==> config.mk <==
export PLATFORM = sky130hd
export DESIGN_NAME = ram_arbiter
export DESIGN_NICKNAME = d
export VERILOG_FILES = /design/src/rtl/ram_arbiter_pkg.sv /design/src/rtl/ram_arbiter_arb_pick.sv /design/src/rtl/ram_arbiter.sv
export SDC_FILE = /design/constraint.sdc
export NUM_CORES = 1
export LEC_CHECK = 0
export BUFFER_PORTS_ARGS = -buffer_cell sky130_fd_sc_hd__buf_2
export CAP_MARGIN = 20
export CORE_AREA = 4 4 118 120
export CTS_CLUSTER_DIAMETER = 40
export DETAILED_ROUTE_END_ITERATION = 10
export DIE_AREA = 0 0 122 124
export PLACE_DENSITY = 0.5
export SYNTH_ARGS = -nofsm -noshare
export SYNTH_HDL_FRONTEND = slang
export SYNTH_HIERARCHICAL = 1
export SYNTH_SLANG_ARGS = --single-unit
==> constraint.sdc <==
create_clock -name clk -period 1 [get_ports clk]
set_input_delay 0.1 -clock clk [delete_from_list [all_inputs] [get_ports clk]]
set_output_delay 0.1 -clock clk [all_outputs]
set_load 0.03 [all_outputs]
==> src/rtl/ram_arbiter_pkg.sv <==
// Shared types and constants for the two-master SPRAM arbiter.
package ram_arbiter_pkg;

    typedef enum logic {
        ARB_IDLE = 1'b0,
        ARB_BUSY = 1'b1
    } arb_state_t;

    localparam logic M0          = 1'b0;
    localparam logic M1          = 1'b1;
    localparam int   NUM_MASTERS = 2;

    typedef struct packed {
        logic [31:0] address;
        logic        sel;
        logic [3:0]  write_mask;
        logic [31:0] write_value;
    } bus_req_t;

endpackage

==> src/rtl/ram_arbiter_arb_pick.sv <==
// Combinational winner select between two requesters.
module arb_pick
    import ram_arbiter_pkg::*;
#(
    parameter bit ROUND_ROBIN = 1'b1
) (
    input  logic [1:0] req,
    input  logic       last,
    output logic       winner
);

    always_comb begin
        winner = M0;
        if (req == 2'b11)
            winner = ROUND_ROBIN ? ~last : M0;
        else if (req[M1])
            winner = M1;
    end

endmodule

==> src/rtl/ram_arbiter.sv <==
// Two-master arbiter in front of the single-ported SPRAM; one access at a time
// with a forced idle cycle between grants so the slave's ready phase clears.
module ram_arbiter
    import ram_arbiter_pkg::*;
#(
    parameter bit ROUND_ROBIN = 1'b1
) (
    input  logic        clk,
    input  logic        reset,
    input  logic [31:0] m0_address_in,
    input  logic        m0_sel_in,
    input  logic [3:0]  m0_write_mask_in,
    input  logic [31:0] m0_write_value_in,
    output logic [31:0] m0_read_value_out,
    output logic        m0_ready_out,
    input  logic [31:0] m1_address_in,
    input  logic        m1_sel_in,
    input  logic [3:0]  m1_write_mask_in,
    input  logic [31:0] m1_write_value_in,
    output logic [31:0] m1_read_value_out,
    output logic        m1_ready_out,
    output logic [31:0] s_address_out,
    output logic        s_sel_out,
    output logic [3:0]  s_write_mask_out,
    output logic [31:0] s_write_value_out,
    input  logic [31:0] s_read_value_in,
    input  logic        s_ready_in
);

    bus_req_t [NUM_MASTERS-1:0]        mreq;
    logic     [NUM_MASTERS-1:0]        req;
    bus_req_t                          s_req;
    logic     [NUM_MASTERS-1:0]        rdy;
    logic     [NUM_MASTERS-1:0][31:0]  rdata;

    arb_state_t state, state_nxt;
    logic       owner, owner_nxt;
    logic       last, last_nxt;
    logic       winner;

    assign mreq[M0] = {m0_address_in, m0_sel_in, m0_write_mask_in, m0_write_value_in};
    assign mreq[M1] = {m1_address_in, m1_sel_in, m1_write_mask_in, m1_write_value_in};
    assign req      = {m1_sel_in, m0_sel_in};

    arb_pick #(.ROUND_ROBIN(ROUND_ROBIN)) u_pick (
        .req    (req),
        .last   (last),
        .winner (winner)
    );

    always_ff @(posedge clk) begin
        if (reset) begin
            state <= ARB_IDLE;
            owner <= M0;
            last  <= M1;
        end else begin
            state <= state_nxt;
            owner <= owner_nxt;
            last  <= last_nxt;
        end
    end

    always_comb begin
        state_nxt = state;
        owner_nxt = owner;
        last_nxt  = last;
        case (state)
            ARB_IDLE: begin
                if (|req) begin
                    state_nxt = ARB_BUSY;
                    owner_nxt = winner;
                end
            end
            ARB_BUSY: begin
                if (s_ready_in) begin
                    state_nxt = ARB_IDLE;
                    last_nxt  = owner;
                end else if (!mreq[owner].sel) begin
                    // aborted access: priority history is left untouched
                    state_nxt = ARB_IDLE;
                end
            end
        endcase
    end

    // Outputs are gated by reset so the slave bus drops on the first reset cycle.
    always_comb begin
        s_req = '0;
        rdy   = '0;
        rdata = '0;
        if (!reset && state == ARB_BUSY) begin
            s_req = mreq[owner];
            if (s_ready_in) begin
                rdy[owner]   = 1'b1;
                rdata[owner] = s_read_value_in;
            end
        end
    end

    assign s_address_out     = s_req.address;
    assign s_sel_out         = s_req.sel;
    assign s_write_mask_out  = s_req.write_mask;
    assign s_write_value_out = s_req.write_value;

    assign m0_ready_out      = rdy[M0];
    assign m1_ready_out      = rdy[M1];
    assign m0_read_value_out = rdata[M0];
    assign m1_read_value_out = rdata[M1];

endmodule

After elaboration in Yosys (flattened, before gate mapping):

Index checks and enable logic that the tools add are counted.

* register bits after elaboration: 3
* bits in latches: 0
* bits in writable memories: 0
* bits in read-only memories: 0
* input port bits: 173
* output and inout bits: 135
* memories kept: 0

* add/subtract/negate cells: 0
* multipliers: 0
* div/mod/pow operators: 0
* order comparisons: 2
* equality and inequality tests: 1
* shifts and indexed selects: 0
* mux-type cells: 17
* bitwise operators: 3
* reductions and logical operators: 6

Operators with widths (count)
* $mux W69: 3
* $mux W64: 2
* $and A64 B64 Y64: 1
* $demux W32 S1: 1
* $mux W32: 1
* $mux W1: 6
* $mux W2: 2
* $reduce_and A2 Y1: 2
* $eq A2 B2 Y1 const B: 1
* $logic_and A1 B1 Y1: 2
* $lt A1 B2 Y1 const B: 1
* $not A1 Y1: 2
* $pmux W1 S2: 1
* $reduce_or A2 Y1: 1
* $demux W1 S1: 1
* $ge A1 B1 Y1 const B: 1
* $logic_not A1 Y1: 1

Longest topological paths before layout:

Gate-level depths: netlist of run 1.

* depth in word-level cells: 7
* depth in mapped cells: 5

Hierarchy:

Netlist of run 1, hierarchy kept.

Modules (own cells, without submodules)
* ram_arbiter: instances 1, cells each 252, area an instance 1751.7 sq um, seq. area each 60.1 sq um
* arb_pick: instances 1, cells each 1, area an instance 11.3 sq um, seq. area each 0.0 sq um

Worst setup path before layout of run 1:

No wires, ideal clock.

* path kind: register to output
* from: register state
* to: output s_address_out[10]
* arrival time: 1257 ps
* setup slack: -357 ps
* cell stages (with the launch flop): 6
* buffers on the path: 3
* cell sequence: dfxtp_1 > nand2b_1 > buf_2 > buf_6 > buf_6 > nor2_1

* word-level cells in the longest chain between the ends: 2

RTL lines
* from (decl): line ram_arbiter.sv:36 `arb_state_t state, state_nxt;`
* from (signal assigned): line ram_arbiter.sv:57 `state <= state_nxt;`
* $logic_and A1 B1 Y1: line ram_arbiter.sv:91 `if (!reset && state == ARB_BUSY) begin`
* $mux W69: line ram_arbiter.sv:91
* to (decl): line ram_arbiter.sv:22 `output logic [31:0] s_address_out,`

Every way passes these cells.

Worst setup path in the final report of run 1:

* from: register owner
* to: output s_write_value_out[2]

* word-level cells in the longest chain between the ends: 3

RTL lines
* from (decl): line ram_arbiter.sv:37 `logic owner, owner_nxt;`
* from (signal assigned): line ram_arbiter.sv:58 `owner <= owner_nxt;`
* $mux W69 (not written as such) (2 in a row): line ram_arbiter.sv:92 `s_req = mreq[owner];`
* $mux W69: line ram_arbiter.sv:91
* to (decl): line ram_arbiter.sv:25 `output logic [31:0] s_write_value_out,`

Every way passes these cells. The select of a mux whose other input is x is not followed.

==> reports/qor.csv, run 1 <==
metric,value,unit
end_kind,output port,
grt_overflow,0,
setup_ws,-0.480,ns
multi_input_area,2110,µm²
slew_viol_final,0,
nets,739,
port_buffers,307,
syn_inst,253,
layout.cells.non_filler,741,
period_needed,1.48,ns
synthTopCellsByArea,"mux2i_1, and3_1, nor2_1, buf_6, and3_2",
maxSlewHeadroom,84.6,%
grt_pass1_wl,15.0,mm
powerDensity,531,nW/µm²
start_util,13.6,%
setup_viol,135,
maxCapViolations,0,
min_path_type,input port to flip-flop,
seqCellArea,67.6,µm²
fmaxAchievable,0.675,GHz
rows,42,
clockBufferDepth,2,
p_leak,2.41,nW
antenna_found_initial,0,
mostFrequentLayoutCell,buf_2,
cts.sinks,3,
min_period_over_period,148,%
cts_made_buffers,3,
boundaryPins,308,
antennaDiodeCount,0,
crit_fanout,10,
antenna_left,0,
violations,setup timing,
synth.largest_area_cell,mux2i_1,
grt_start_max_net_pins,49,
yosysWarningCount,6,
synth_seq_area_share,3.41,%
chipWidth,122,µm
clk_root_buffer_cell,clkbuf_16,
die-height,124,µm
clk_latency,0.22,ns
cts_tree,yes,
core,13000,µm²
dp.cells,722,
avgSynthCellArea,6.97,µm²
final_cell_mix,"buf_2, buf_6, and3_4, mux2i_1, nor2_1",
yosysUniqueCellTypes,24,
first_global_vias,3008,
ir_drop,0.000575,V
drive_above_1_share,82.3,%
syn_area,1760,µm²
drtIter0Drc,22,
grtUsageTotal,12.2,%
fp.dieArea,15100,µm²
status,"complete, but fails checks",
routedWlPerCell,15.4,µm
cp.arrival,1.38,ns
worstSetupPathType,flip-flop to output port,
synth_top_area_share,39.2,%
syn_to_final_growth,189,%
clk_pin_slew,0.03,ns
worst_pin_slew,0.230,ns
rsz0062_at_grt,yes,
viasPerCell,4.15,
htreeDepth,1,
detailed_place_hpwl,8.51,mm
vias,3078,
fillers,1282,
cp_data_required_time,0.90,ns
synth-seq-cells,3,
dpl_cell_area,4030,µm²
p_total,0.00271,W
design_area,5100,µm²
drc,0,
hold_violations,0,
fin_skew,0.000330,ns
first_pass_iters,4,
gp_congestion,0.854,
startpoint_type,flip-flop,
syn_nets,426,
wl,11.4,mm
[stage by stage]
step,setup WS [ns],util (%),TNS [ns],hold WS (ns)
2_1_floorplan,-0.240,-,-14.68,0.162
3_3_place_gp,-0.289,31.1,-29.94,0.421
3_5_place_dp,-0.323,31.1,-33.23,0.421
4_1_cts,-0.507,36.4,-60.60,0.184
5_1_grt,-0.534,39.3,-64.12,0.208
6_report,-0.480,39.3,-58.06,0.181
[metal layers]
metal	vias up	global-route usage, %	routed length [µm]
li1	1513	-	-
met3	6	1.91	917
met1	1389	13.1	4100
met5	-	0	0
met4	0	1.89	93
met2	170	25.3	6310
[state kept, by name, indices dropped and copies added (netlist names)]
signal / count
owner: 1
state: 1
last: 1
[logic make-up (layout without fill, tap and decap cells)]
logic type             count (synthesis)  after routing  share of synthesized area, %
flip-flops                             3              3                          3.41
buffers and inverters                 30            342                          11.9
AND/OR/NAND/NOR                      142            142                          42.0
multiplexers                          69             69                          39.2
AO/OA/AOI/OAI                          9              9                          3.48
[worst max-delay path: stages (launching register included)]
cell       delay [ns]
dfxtp_4          0.37
buf_12           0.16
clkbuf_16        0.18
mux2i_1          0.20
nor2_1           0.05
buf_2            0.19
[synthesized netlist by cell type]
cell / count
a311o_1: 1
nor2b_1: 1
nor2_4: 1
nor2b_4: 1
nand2b_1: 1
a21boi_0: 1
a21oi_1: 2
nand2_1: 1
o211ai_1: 1
clkbuf_1: 3
o21ai_0: 3
inv_2: 1
buf_6: 10
mux2i_1: 69
and3_1: 52
and2_1: 1
dfxtp_1: 3
clkbuf_2: 6
a21boi_2: 1
buf_4: 1
buf_2: 9
and2_2: 2
nor2_1: 70
and3_2: 12
[layout make-up]
cell class	count	area share [%]
inverter	1	0.0736
multi-input combinational	220	41.5
sequential	3	1.33
tap	176	4.32
clock buffer	4	1.55
timing repair buffer	337	51.3
[final timing paths]
check | from | end | slack (ns) | cells after the start
hold reg to reg | last | owner | 0.59 | 3
setup / recovery | owner | s_write_value_out[2] | -0.48 | 5
setup reg to reg | state | last | 0.03 | 3
hold / removal | m0_sel_in | state | 0.18 | 3
[repair_timing]
item	in CTS	in global routing
buffers inserted	8	0
endpoints found under the setup margin	135	137
endpoints found under the hold margin	0	0
gates cloned	4	6
pin swaps	10	15
gates resized for setup	134	107
hold buffers	0	0
[where the power goes]
part / internal, W / leakage (nW) / total, W / switching, W
registers: 0.000128 / 0.0261 / 0.000139 / 0.0000108
logic: 0.000943 / 2.35 / 0.00193 / 0.000988
clock network: 0.000526 / 0.0382 / 0.000639 / 0.000112
total: 0.00160 / 2.41 / 0.00271 / 0.00111
Note: power is estimated with default switching activity, not from simulation.
==> run 2: changes to the inputs <==
- CTS_BUF_LIST: not set -> sky130_fd_sc_hd__clkbuf_4
- SLEW_MARGIN: not set -> 20
==> reports/qor.csv, run 2 (synthesized netlist as in run 1, its figures left out) <==
metric,value,unit
dr_wl_met2,6.33,mm
worstSetupPathType,flip-flop to output port,
violations,setup timing,
gp_congestion,0.854,
startpoint_type,flip-flop,
grtUsageTotal,12.1,%
routedWlPerCell,15.3,µm
grt_pass1_wl,15.0,mm
viasPerCell,4.16,
final_cell_mix,"buf_2, buf_6, and3_4, mux2i_1, nor2_1",
top_layer_used,met4,
setup_viol,135,
first_global_vias,3016,
clk_pin_slew,0.04,ns
wl,11.4,mm
fin_skew,0.000945,ns
r2r_setup_slack,0.03,ns
rsz0062_at_grt,yes,
clockBufferDepth,2,
nets,739,
hold_violations,0,
ir_drop,0.000234,V
crit_fanout,10,
min_to,state,
maxCapViolations,0,
p_switching,0.00105,W
first_pass_iters,4,
worstReg2RegEnd,last,
largestRegisters,"last: 1 flops, owner: 1 flops, state: 1 flops",
slew_viol_final,0,
switching_share,45.8,%
power_frac_seq,6.0,%
vias,3081,
antennaDiodeCount,0,
setup_ws,-0.481,ns
core,13000,µm²
min_period_over_period,148,%
reg2reg_from,state,
boundaryPins,308,
fmaxAchievable,0.675,GHz
die-height,124,µm
grt_overflow,0,
p_leak,2.39,nW
cts.sinks,3,
period_needed,1.48,ns
fp.dieArea,15100,µm²
syn_to_final_growth,186,%
end_kind,output port,
cts_made_buffers,3,
clk_root_buffer_cell,clkbuf_4,
status,"complete, but fails checks",
antenna_left,0,
worstHoldStart,m0_sel_in,
combPwrFrac,83.9,%
grt_start_max_net_pins,49,
fin_setup_tns,-58.42,ns
postCtsHoldBufs,0,
chipWidth,122,µm
drc,0,
clk_latency,0.23,ns
drtIter0Drc,29,
port_buffers,307,
wl_met1,4.05,mm
rows,42,
powerDensity,456,nW/µm²
maxSlewHeadroom,84.7,%
antenna_found_initial,0,
p_int,0.00125,W
hold_depth,3,
hold_slack,0.177,ns
start_util,13.6,%
detailed_place_hpwl,8.51,mm
r2r_cells,3,
cp_data_required_time,0.90,ns
cts_tree,yes,
worst_pin_slew,0.230,ns
drive_above_1_share,82.5,%
wl_met3,913,µm
cp.arrival,1.38,ns
p_clk_share,10.1,%
mostFrequentLayoutCell,buf_2,
min_path_type,input port to flip-flop,
htreeDepth,1,
run 2: cell count changes in the layout (fill, tap and decap cells not counted), sizes merged:
cell	change
buf	+1
clkbuf	-1
run 2: per-layer routing:
layer / vias up / global-route usage (%)
met5: - / 0
met4: 0 / 1.47
met3: 4 / 1.77
met2: 171 / 25.3
met1: 1392 / 13.1
li1: 1514 / -
run 2: cell type report:
cell class | count | area, µm²
clock buffer | 4 | 30.0
tap | 176 | 220
sequential | 3 | 67.6
multi-input combinational | 220 | 2110
timing repair buffer | 337 | 2610
inverter | 1 | 3.75
fill | 1286 | 7930
run 2: how the worst max path moves through the flow:
| stage | slack [ns] | cells past startpoint | end | from |
|---|---|---|---|---|
| 6_report | -0.48 | 5 | s_write_value_out[2] | owner |
| 4_1_cts | -0.52 | 5 | s_address_out[8] | owner |
| 3_5_place_dp | -0.32 | 4 | m1_read_value_out[16] | owner |
| 2_1_floorplan | -0.24 | 4 | s_address_out[23] | owner |
| 3_3_place_gp | -0.29 | 4 | s_address_out[8] | owner |
| 5_1_grt | -0.55 | 5 | s_write_value_out[2] | owner |
run 2: timing repair:
| action | 4_1_cts | 5_1_grt |
|---|---|---|
| resized for setup | 133 | 107 |
| endpoints found under the setup margin | 135 | 137 |
| pin swaps | 10 | 15 |
| gates cloned | 4 | 6 |
| setup buffers | 8 | 0 |
run 2: power groups by stage:
stage                     Clock [W]  Combinational, W  Sequential [W]
after floorplan                   0          0.000984        0.000140
after global placement            0           0.00158        0.000150
after detailed placement          0           0.00160        0.000152
after CTS                  0.000245           0.00176        0.000136
after global routing       0.000258           0.00204        0.000139
final                      0.000232           0.00193        0.000138
run 2: through the flow:
stage	power, W	instances	instance area, µm²	utilization, %	setup WS [ns]
CTS	0.00214	738	4680	36.0	-0.518
floorplan	0.00112	253	2300	-	-0.240
detailed placement	0.00175	722	4030	31.1	-0.323
global route	0.00244	741	5050	38.9	-0.552
global placement	0.00173	722	4030	31.1	-0.289
finish	0.00230	741	5050	38.9	-0.481
run 2: critical path, stage by stage, from the launching register on:
cell and delay, ns:
dfxtp_4 0.37, buf_12 0.15, clkbuf_16 0.17, mux2i_1 0.20, nor2_1 0.05, buf_2 0.19
